[config.mk]
export PLATFORM = sky130hd
export DESIGN_NAME = pc_sequencer
export DESIGN_NICKNAME = d
export VERILOG_FILES = /design/src/rtl/cpu_pkg.sv /design/src/rtl/branch_cond.sv /design/src/rtl/pc_sequencer.sv
export SDC_FILE = /design/constraint.sdc
export NUM_CORES = 1
export LEC_CHECK = 0
export CAP_MARGIN = 20
export CORE_UTILIZATION = 23
export CTS_BUF_LIST = sky130_fd_sc_hd__clkbuf_4
export DETAILED_ROUTE_END_ITERATION = 8
export PLACE_DENSITY = 0.55
export SYNTH_ARGS = -nofsm -noshare
export SYNTH_HDL_FRONTEND = slang
export SYNTH_SLANG_ARGS = --single-unit
[constraint.sdc]
create_clock -name clk -period 2.4 [get_ports clk]
set_clock_uncertainty 0.1 [all_clocks]
set_input_delay 0.36 -clock clk [delete_from_list [all_inputs] [get_ports clk]]
set_output_delay 0.36 -clock clk [all_outputs]
set_load 0.05 [all_outputs]
[src/rtl/cpu_pkg.sv]
// Shared encodings for the RV32I multicycle control path: opcodes, FSM states, mux selects.
// The datapath muxes import the same enums so the select encodings stay in one place.
package cpu_pkg;

   localparam logic [6:0] OPC_LOAD   = 7'b0000011;
   localparam logic [6:0] OPC_OP_IMM = 7'b0010011;
   localparam logic [6:0] OPC_AUIPC  = 7'b0010111;
   localparam logic [6:0] OPC_STORE  = 7'b0100011;
   localparam logic [6:0] OPC_OP     = 7'b0110011;
   localparam logic [6:0] OPC_LUI    = 7'b0110111;
   localparam logic [6:0] OPC_BRANCH = 7'b1100011;
   localparam logic [6:0] OPC_JALR   = 7'b1100111;
   localparam logic [6:0] OPC_JAL    = 7'b1101111;
   localparam logic [6:0] OPC_SYSTEM = 7'b1110011;

   typedef enum logic [2:0] {
      ST_FETCH   = 3'd0,
      ST_DECODE  = 3'd1,
      ST_EXECUTE = 3'd2,
      ST_MEM     = 3'd3,
      ST_WB      = 3'd4,
      ST_HALT    = 3'd5
   } state_e;

   typedef enum logic [1:0] {
      PC_PLUS4 = 2'd0,
      PC_IMM   = 2'd1,
      PC_ALU   = 2'd2
   } pc_src_e;

   typedef enum logic [1:0] {
      WB_ALU = 2'd0,
      WB_MEM = 2'd1,
      WB_PC4 = 2'd2
   } wb_sel_e;

   typedef enum logic [2:0] {
      CLS_ALU,
      CLS_JAL,
      CLS_JALR,
      CLS_LOAD,
      CLS_STORE,
      CLS_BRANCH,
      CLS_OTHER
   } op_class_e;

   function automatic op_class_e op_class(input logic [6:0] opcode);
      op_class_e cls;
      case (opcode)
         OPC_OP, OPC_OP_IMM, OPC_LUI, OPC_AUIPC: cls = CLS_ALU;
         OPC_JAL:    cls = CLS_JAL;
         OPC_JALR:   cls = CLS_JALR;
         OPC_LOAD:   cls = CLS_LOAD;
         OPC_STORE:  cls = CLS_STORE;
         OPC_BRANCH: cls = CLS_BRANCH;
         default:    cls = CLS_OTHER;
      endcase
      return cls;
   endfunction

endpackage

[src/rtl/branch_cond.sv]
// Branch resolution: funct3 plus the rs1/rs2 comparator flags give taken/not-taken.
// Purely combinational; funct3 010/011 are never taken.
module branch_cond (
   input  logic [2:0] i_funct3,
   input  logic       i_br_eq,
   input  logic       i_br_lt,
   input  logic       i_br_ltu,
   output logic       o_taken
);

   always_comb begin
      o_taken = 1'b0;
      case (i_funct3)
         3'b000:  o_taken = i_br_eq;
         3'b001:  o_taken = ~i_br_eq;
         3'b100:  o_taken = i_br_lt;
         3'b101:  o_taken = ~i_br_lt;
         3'b110:  o_taken = i_br_ltu;
         3'b111:  o_taken = ~i_br_ltu;
         default: o_taken = 1'b0;
      endcase
   end

endmodule

[src/rtl/pc_sequencer.sv]
// Multicycle RV32I control FSM: fetch/decode/execute/mem/wb, PC enable and next-PC select, stall timeout.
// Optional PC_SEQ_ILLEGAL_HALT_EN: unknown/SYSTEM opcodes park the FSM in HALT until reset.
module pc_sequencer
   import cpu_pkg::*;
#(
   parameter int unsigned WAIT_LIMIT = 15
) (
   input  logic       clk,
   input  logic       rst_n,
   input  logic [6:0] i_opcode,
   input  logic [2:0] i_funct3,
   input  logic       i_br_eq,
   input  logic       i_br_lt,
   input  logic       i_br_ltu,
   input  logic       i_mem_ready,
   output logic       o_mem_req,
   output logic       o_mem_we,
   output logic       o_mem_sel,
   output logic       o_ir_we,
   output logic       o_pc_we,
   output logic [1:0] o_pc_src,
   output logic       o_rf_we,
   output logic [1:0] o_wb_sel,
   output logic [2:0] o_state,
   output logic       o_mem_err
);

   localparam logic [7:0] LIMIT = 8'(WAIT_LIMIT);

   state_e     r_state;
   logic [7:0] r_stall_cnt;
   logic       r_mem_err;

   state_e     w_next;
   op_class_e  w_cls;
   logic       w_taken;
   logic       w_mem_req, w_mem_we, w_mem_sel, w_ir_we, w_pc_we, w_rf_we;
   pc_src_e    w_pc_src;
   wb_sel_e    w_wb_sel;
   logic       w_stall;
   logic [7:0] w_cnt_next;

   assign w_cls = op_class(i_opcode);

   branch_cond u_branch_cond (
      .i_funct3 (i_funct3),
      .i_br_eq  (i_br_eq),
      .i_br_lt  (i_br_lt),
      .i_br_ltu (i_br_ltu),
      .o_taken  (w_taken)
   );

   always_comb begin
      w_next    = r_state;
      w_mem_req = 1'b0;
      w_mem_we  = 1'b0;
      w_mem_sel = 1'b0;
      w_ir_we   = 1'b0;
      w_pc_we   = 1'b0;
      w_rf_we   = 1'b0;
      w_pc_src  = PC_PLUS4;
      w_wb_sel  = WB_ALU;
      case (r_state)
         ST_FETCH: begin
            w_mem_req = 1'b1;
            if (i_mem_ready) begin
               w_ir_we = 1'b1;
               w_next  = ST_DECODE;
            end
         end
         ST_DECODE: w_next = ST_EXECUTE;
         ST_EXECUTE: begin
            case (w_cls)
               CLS_ALU, CLS_JAL, CLS_JALR: w_next = ST_WB;
               CLS_LOAD, CLS_STORE:        w_next = ST_MEM;
               CLS_BRANCH: begin
                  w_pc_we  = 1'b1;
                  w_pc_src = w_taken ? PC_IMM : PC_PLUS4;
                  w_next   = ST_FETCH;
               end
               default: begin
`ifdef PC_SEQ_ILLEGAL_HALT_EN
                  w_next = ST_HALT;
`else
                  w_pc_we = 1'b1;
                  w_next  = ST_FETCH;
`endif
               end
            endcase
         end
         ST_MEM: begin
            w_mem_req = 1'b1;
            w_mem_sel = 1'b1;
            w_mem_we  = (w_cls == CLS_STORE);
            if (i_mem_ready) begin
               // Stores retire here; loads still need the writeback cycle.
               if (w_cls == CLS_STORE) begin
                  w_pc_we = 1'b1;
                  w_next  = ST_FETCH;
               end else begin
                  w_next = ST_WB;
               end
            end
         end
         ST_WB: begin
            w_rf_we = 1'b1;
            w_pc_we = 1'b1;
            w_next  = ST_FETCH;
            case (w_cls)
               CLS_LOAD: w_wb_sel = WB_MEM;
               CLS_JAL: begin
                  w_wb_sel = WB_PC4;
                  w_pc_src = PC_IMM;
               end
               CLS_JALR: begin
                  w_wb_sel = WB_PC4;
                  w_pc_src = PC_ALU;
               end
               default: w_wb_sel = WB_ALU;
            endcase
         end
`ifdef PC_SEQ_ILLEGAL_HALT_EN
         ST_HALT: w_next = ST_HALT;
`endif
         default: w_next = ST_FETCH;
      endcase
   end

   // Reset blanks every output at once so an abandoned instruction issues no partial write.
   assign o_mem_req = rst_n & w_mem_req;
   assign o_mem_we  = rst_n & w_mem_we;
   assign o_mem_sel = rst_n & w_mem_sel;
   assign o_ir_we   = rst_n & w_ir_we;
   assign o_pc_we   = rst_n & w_pc_we;
   assign o_rf_we   = rst_n & w_rf_we;
   assign o_pc_src  = rst_n ? w_pc_src : 2'd0;
   assign o_wb_sel  = rst_n ? w_wb_sel : 2'd0;
   assign o_state   = r_state;
   assign o_mem_err = r_mem_err;

   assign w_stall = w_mem_req & ~i_mem_ready;

   always_comb begin
      w_cnt_next = r_stall_cnt;
      if (i_mem_ready)
         w_cnt_next = 8'd0;
      else if (w_stall && (r_stall_cnt < LIMIT))
         w_cnt_next = r_stall_cnt + 8'd1;
   end

   always_ff @(posedge clk or negedge rst_n) begin
      if (!rst_n) begin
         r_state     <= ST_FETCH;
         r_stall_cnt <= 8'd0;
         r_mem_err   <= 1'b0;
      end else begin
         r_state     <= w_next;
         r_stall_cnt <= w_cnt_next;
         if (w_cnt_next == LIMIT)
            r_mem_err <= 1'b1;
      end
   end

endmodule

# Word-level counts from Yosys, hierarchy flattened
# Cells that the tools add are included.
[totals]
reg_bits = 12
inputBits = 16
[op_classes]
n_reduce_logical = 11
n_eq_ne = 26
magnitude_cmp = 1
muxes = 27
bitwise_logic = 11
add_sub_neg = 1
[ops]
columns = ["op", "n"]
rows = [
  ["$eq A3 B3 Y1 const B", 7],
  ["$eq A7 B6 Y1 const B", 3],
  ["$eq A7 B7 Y1 const B", 3],
  ["$pmux W3 S6", 1],
  ["$mux W8", 2],
  ["$eq A7 B5 Y1 const B", 2],
  ["$eq A3 B2 Y1 const B", 4],
  ["$pmux W2 S2", 3],
  ["$pmux W3 S4", 1],
  ["$mux W1", 11],
  ["$eq A3 B1 Y1 const B", 3],
  ["$logic_not A3 Y1", 3],
  ["$mux W3", 3],
  ["$add A8 B1 Y8 const B", 1],
  ["$eq A8 B4 Y1 const B", 1],
  ["$lt A8 B4 Y1 const B", 1],
  ["$and A1 B1 Y1", 7],
  ["$eq A7 B2 Y1 const B", 1],
  ["$mux W2", 3],
  ["$pmux W1 S6", 1],
  ["$pmux W3 S2", 1],
  ["$reduce_or A2 Y1", 3],
  ["$reduce_or A5 Y1", 1],
  ["$ne A2 B2 Y1 const B", 2],
  ["6 further kinds", 9],
]

# Logic depth before layout (Yosys ltp)
[logic_depth]
ltp_word = 8
ltp_mapped = 6
ltp_nobuf = 6

# Modules after synthesis
# Synthesis repeated with hierarchy kept, for this count alone.
[hier_totals]
cells_unflattened = 101
hier_area_um2 = 848.3
[modules_own_cells]
columns = ["mod", "n_inst", "area_per_inst_um2", "cells_per_inst", "seq_area_each_um2"]
rows = [
  ["pc_sequencer", 1, 808.3, 96, 300.3],
  ["branch_cond", 1, 40.0, 5, 0.0],
]

# Worst setup path before layout
# OpenSTA, ideal clock, no wires.
[synth_timing]
kind = "register -> output"
startpoint = "register r_state[0], in the netlist o_state[0]"
endpoint = "output o_ir_we"
arrival_time_ps = 2617
n_path_buf = 1
path_stages_with_launch = 4
setup_slack_ps = -677
cell_sequence = "dfrtp_1 buf_4 nand2b_1 nor4b_1"
[synth_between]
elab_chain_len = 3
[synth_lines]
columns = ["element", "line_no", "rtl"]
rows = [
  ["start: declaration", "pc_sequencer.sv:30", "state_e r_state;"],
  ["start signal: assignment", "pc_sequencer.sv:157", "r_state <= w_next;"],
  ["$logic_not A3 Y1", "pc_sequencer.sv:63", "case (r_state)"],
  ["$mux W1", "pc_sequencer.sv:63", ""],
  ["$and A1 B1 Y1", "pc_sequencer.sv:133", "assign o_ir_we = rst_n & w_ir_we;"],
  ["end: declaration", "pc_sequencer.sv:19", "output logic o_ir_we,"],
]
# Every way passes these cells.

# Worst setup path after layout
[layout_timing]
startpoint = "register r_state[0], in the netlist o_state[0]"
endpoint = "output o_pc_src[1]"
[layout_between]
elab_chain_len = 3
elab_cells_between_ends = 4
classes_between = "2 x eq/ne; 2 x mux"
[layout_lines]
columns = ["element", "line_no", "rtl"]
rows = [
  ["$eq A3 B3 Y1 / $eq A3 B2 Y1 (equally long branches)", "pc_sequencer.sv:63", ""],
  ["$pmux W2 S2 *", "pc_sequencer.sv:63", ""],
  ["$mux W2 *", "pc_sequencer.sv:136", "assign o_pc_src = rst_n ? w_pc_src : 2'd0;"],
  ["end: declaration", "pc_sequencer.sv:21", "output logic [1:0] o_pc_src,"],
]
# Every way passes the cells marked *; elsewhere a longest branch is shown, timed or not.

==> flow_summary_export.csv <==
group,metric,value,unit
die,start_util,0.245,
global_routing,antenna_found_initial,0,
sta,fin_tns_setup,0,ns
global_routing,gr-total-overflow,0,
yosys,ys.flop_type,"dfrtp_1",
pwr,pwr-share-comb,0.607,
yosys,synth.area.mux_share,0.0560,
detailed_routing,drc_errors,0,
pwr,ir_drop,0.267,mV
place,place.port_buffers,29,
yosys,synthXorXnorAreaFrac,0.0656,
detailed_routing,ant_nets,0,
sta,final_max_slew_viol_count,0,
cts,path_clk_slew,0.08,ns
yosys,ys_seq_area_frac,0.328,
sta,worstMarginPinSlew,0.507,ns
detailed_routing,drt_iter0_markers,24,
sta,finalCritPeriodShare,0.972,
setup_path,end_kind,"output port",
global_routing,grt_pass1_wl,4.40,mm
detailed_routing,dr.pass1.iters,5,
yosys,synth_area_leader_cell,"dfrtp_1",
final_layout,final_cell_mix,"buf_4, clkdlybuf4s50_1, buf_12",
detailed_routing,routed_wl,2.65,mm
yosys,ys_seq_elements,12,
yosys,synth.distinct_cells,40,
sta,fin_ws,0.0668,ns
pwr,netSwitchingPower,517,uW
global_routing,grt_max_degree,16,
die,row_count,22,
final_layout,final_core_util,0.432,
setup_path,cp_max_fo,11,
setup_path,r2r_setup_slack,0.55,ns
final_layout,mostFrequentLayoutCell,"buf_4",
die,die_w,65.1,um
setup_path,r2r_cells,6,
cts,cts_tree,"built",
sta,final-setup-viol-count,0,
detailed_routing,vias,958,
setup_path,worst-setup-path-type,"reg -> out",
sta,hold_violations,0,
yosys,synth_edf_count,0,
sta,max_slew_margin,0.661,
yosys,avgSynthCellArea,8.64,um^2
detailed_routing,vias_per_cell,4.79,
final_layout,synthToLayoutAreaGrowth,76.8,%
yosys,syn_inst,106,
pwr,power_density,708,mW/mm^2
final_layout,diodes,0,
pwr,swShare,0.451,
place,post-place-ws,-0.184,ns
pwr,clkPwrFrac,0.116,
yosys,synth_fa_ha_area_frac,0.0137,
sta,rsz0062_at_grt,"no",
run_status,status,"finished, final reports clean",
die,num_io_pins,30,
sta,whs,0.339,ns
setup_path,rr_endpoint,"o_mem_err",
yosys,synth_area,916,um^2
place,place_congestion,0.918,
global_routing,grt.total_usage,0.132,
cts,cts-root-buf,"clkbuf_4",
pwr,p_total,1.15,mW
final_layout,final_area,0.00162,mm^2
yosys,yosys.area.top_type_share,0.328,
setup_path,r2r_start,"r_stall_cnt[0]",
sta,clock.fmax,0.429,GHz
pwr,seqPwrFrac,0.277,
final_layout,drive_gt1_frac,0.395,
yosys,synth_compound_area_frac,0.130,
flow_run,cap_violations,0,
pwr,power.internal,630,uW
pwr,cellLeakagePower,0.728,nW
final_layout,nNetsFinal,170,
die,die_area,0.00424,mm^2
yosys,synth_top_family_by_area,"simple AND/OR/NAND/NOR gates",
cts,clk_path_buf_depth,2,
setup_path,crit_arrival,1.87,ns
cts,cts.sinks,12,
setup_path,startpoint_type,"register",
die,coreArea,0.00374,mm^2
worst_hold_path,hold_class,"in -> async",
cts,cts-buffers-inserted,3,
yosys,synth_area_leaders,"dfrtp_1, nor2b_1, mux2i_1",
die,fp.dieH,65.1,um
place,placedCellCount,194,
place,dp_hpwl,1.98,mm
yosys,async_reset_ff_frac,1.00,
final_layout,instances_no_fill,200,
yosys,synthSimpleGateAreaFrac,0.377,
global_routing,grt_pass1_vias,999,
setup_path,cp.required,1.94,ns
cts,htreeDepth,1,
cts,clock_latency,0.28,ns
place,place_area,0.00149,mm^2
yosys,syn_nets,123,
yosys,yosysWarnings,0,
detailed_routing,wl_per_cell,13.2,um
sta,min_period,2.33,ns
layout make-up:
cell class | instances | area [um^2]
Fill cell | 392 | 2120
Multi-Input combinational cell | 88 | 687
Timing Repair Buffer | 46 | 531
Sequential cell | 12 | 304
Tap cell | 48 | 60.1
Clock buffer | 3 | 22.5
Inverter | 2 | 11.3
Clock inverter | 1 | 3.75
worst max-delay path by stage:
stage | startpoint | end | cells past startpoint
after floorplan | o_state[0] | o_pc_src[1] | 4
after detailed placement | i_opcode[6] | o_pc_we | 7
after global routing | o_state[0] | o_pc_src[1] | 4
final | o_state[0] | o_pc_src[1] | 4
after CTS | i_opcode[6] | o_pc_we | 7
after global placement | i_opcode[6] | o_pc_we | 7
power by group through the flow:
stage	clock [mW]	sequential, mW	combinational, mW
final	0.133	0.318	0.696
after global routing	0.151	0.327	0.754
after CTS	0.140	0.319	0.686
after detailed placement	0	0.322	0.680
after global placement	0	0.320	0.670
after floorplan	0	0.346	0.411
worst max-delay path: stages (launching register included):
cell and delay [ns]:
dfrtp_2 0.50, nand2b_1 0.20, or3b_4 0.44, nor3_2 0.28, buf_12 0.17
Yosys cell counts (2+ instances only):
| master | number |
|---|---|
| nor4_1 | 2 |
| mux2i_1 | 4 |
| nand2_1 | 9 |
| and3b_1 | 2 |
| nand2b_1 | 2 |
| a21oi_1 | 4 |
| o21ai_0 | 6 |
| a31oi_1 | 2 |
| inv_1 | 2 |
| nand3_1 | 4 |
| and3_1 | 4 |
| clkbuf_1 | 2 |
| nor3_1 | 4 |
| nor2_1 | 10 |
| xnor2_1 | 2 |
| nor2b_1 | 8 |
| dfrtp_1 | 12 |
| xor2_1 | 3 |
| and2_1 | 3 |
cell families after synthesis:
family	Yosys count
flops	12
simple gates	57
fa+ha+maj	1
mux	5
compound gates	19
buf+inv	6
xor+xnor	6
metal layers:
metal / vias up / GRT usage / routed length (um)
met5: - / 0 / 0
met4: 0 / 0.0326 / 23
met3: 4 / 0.0486 / 193
met2: 33 / 0.240 / 1340
met1: 452 / 0.146 / 1080
li1: 469 / - / -
registers in the layout, summed over array words and instances, names as in the netlist:
name         flops
r_stall_cnt      8
o_mem_err        1
o_state          3
timing repair:
item / 4_1_cts / 5_1_grt
pin swaps: 6 / 6
gates resized for setup: 10 / 18
hold buffers: 0 / 0
buffers inserted: 1 / 1
setup endpoints to repair: 3 / 4
No activity file was read; power rests on OpenSTA's default activity.
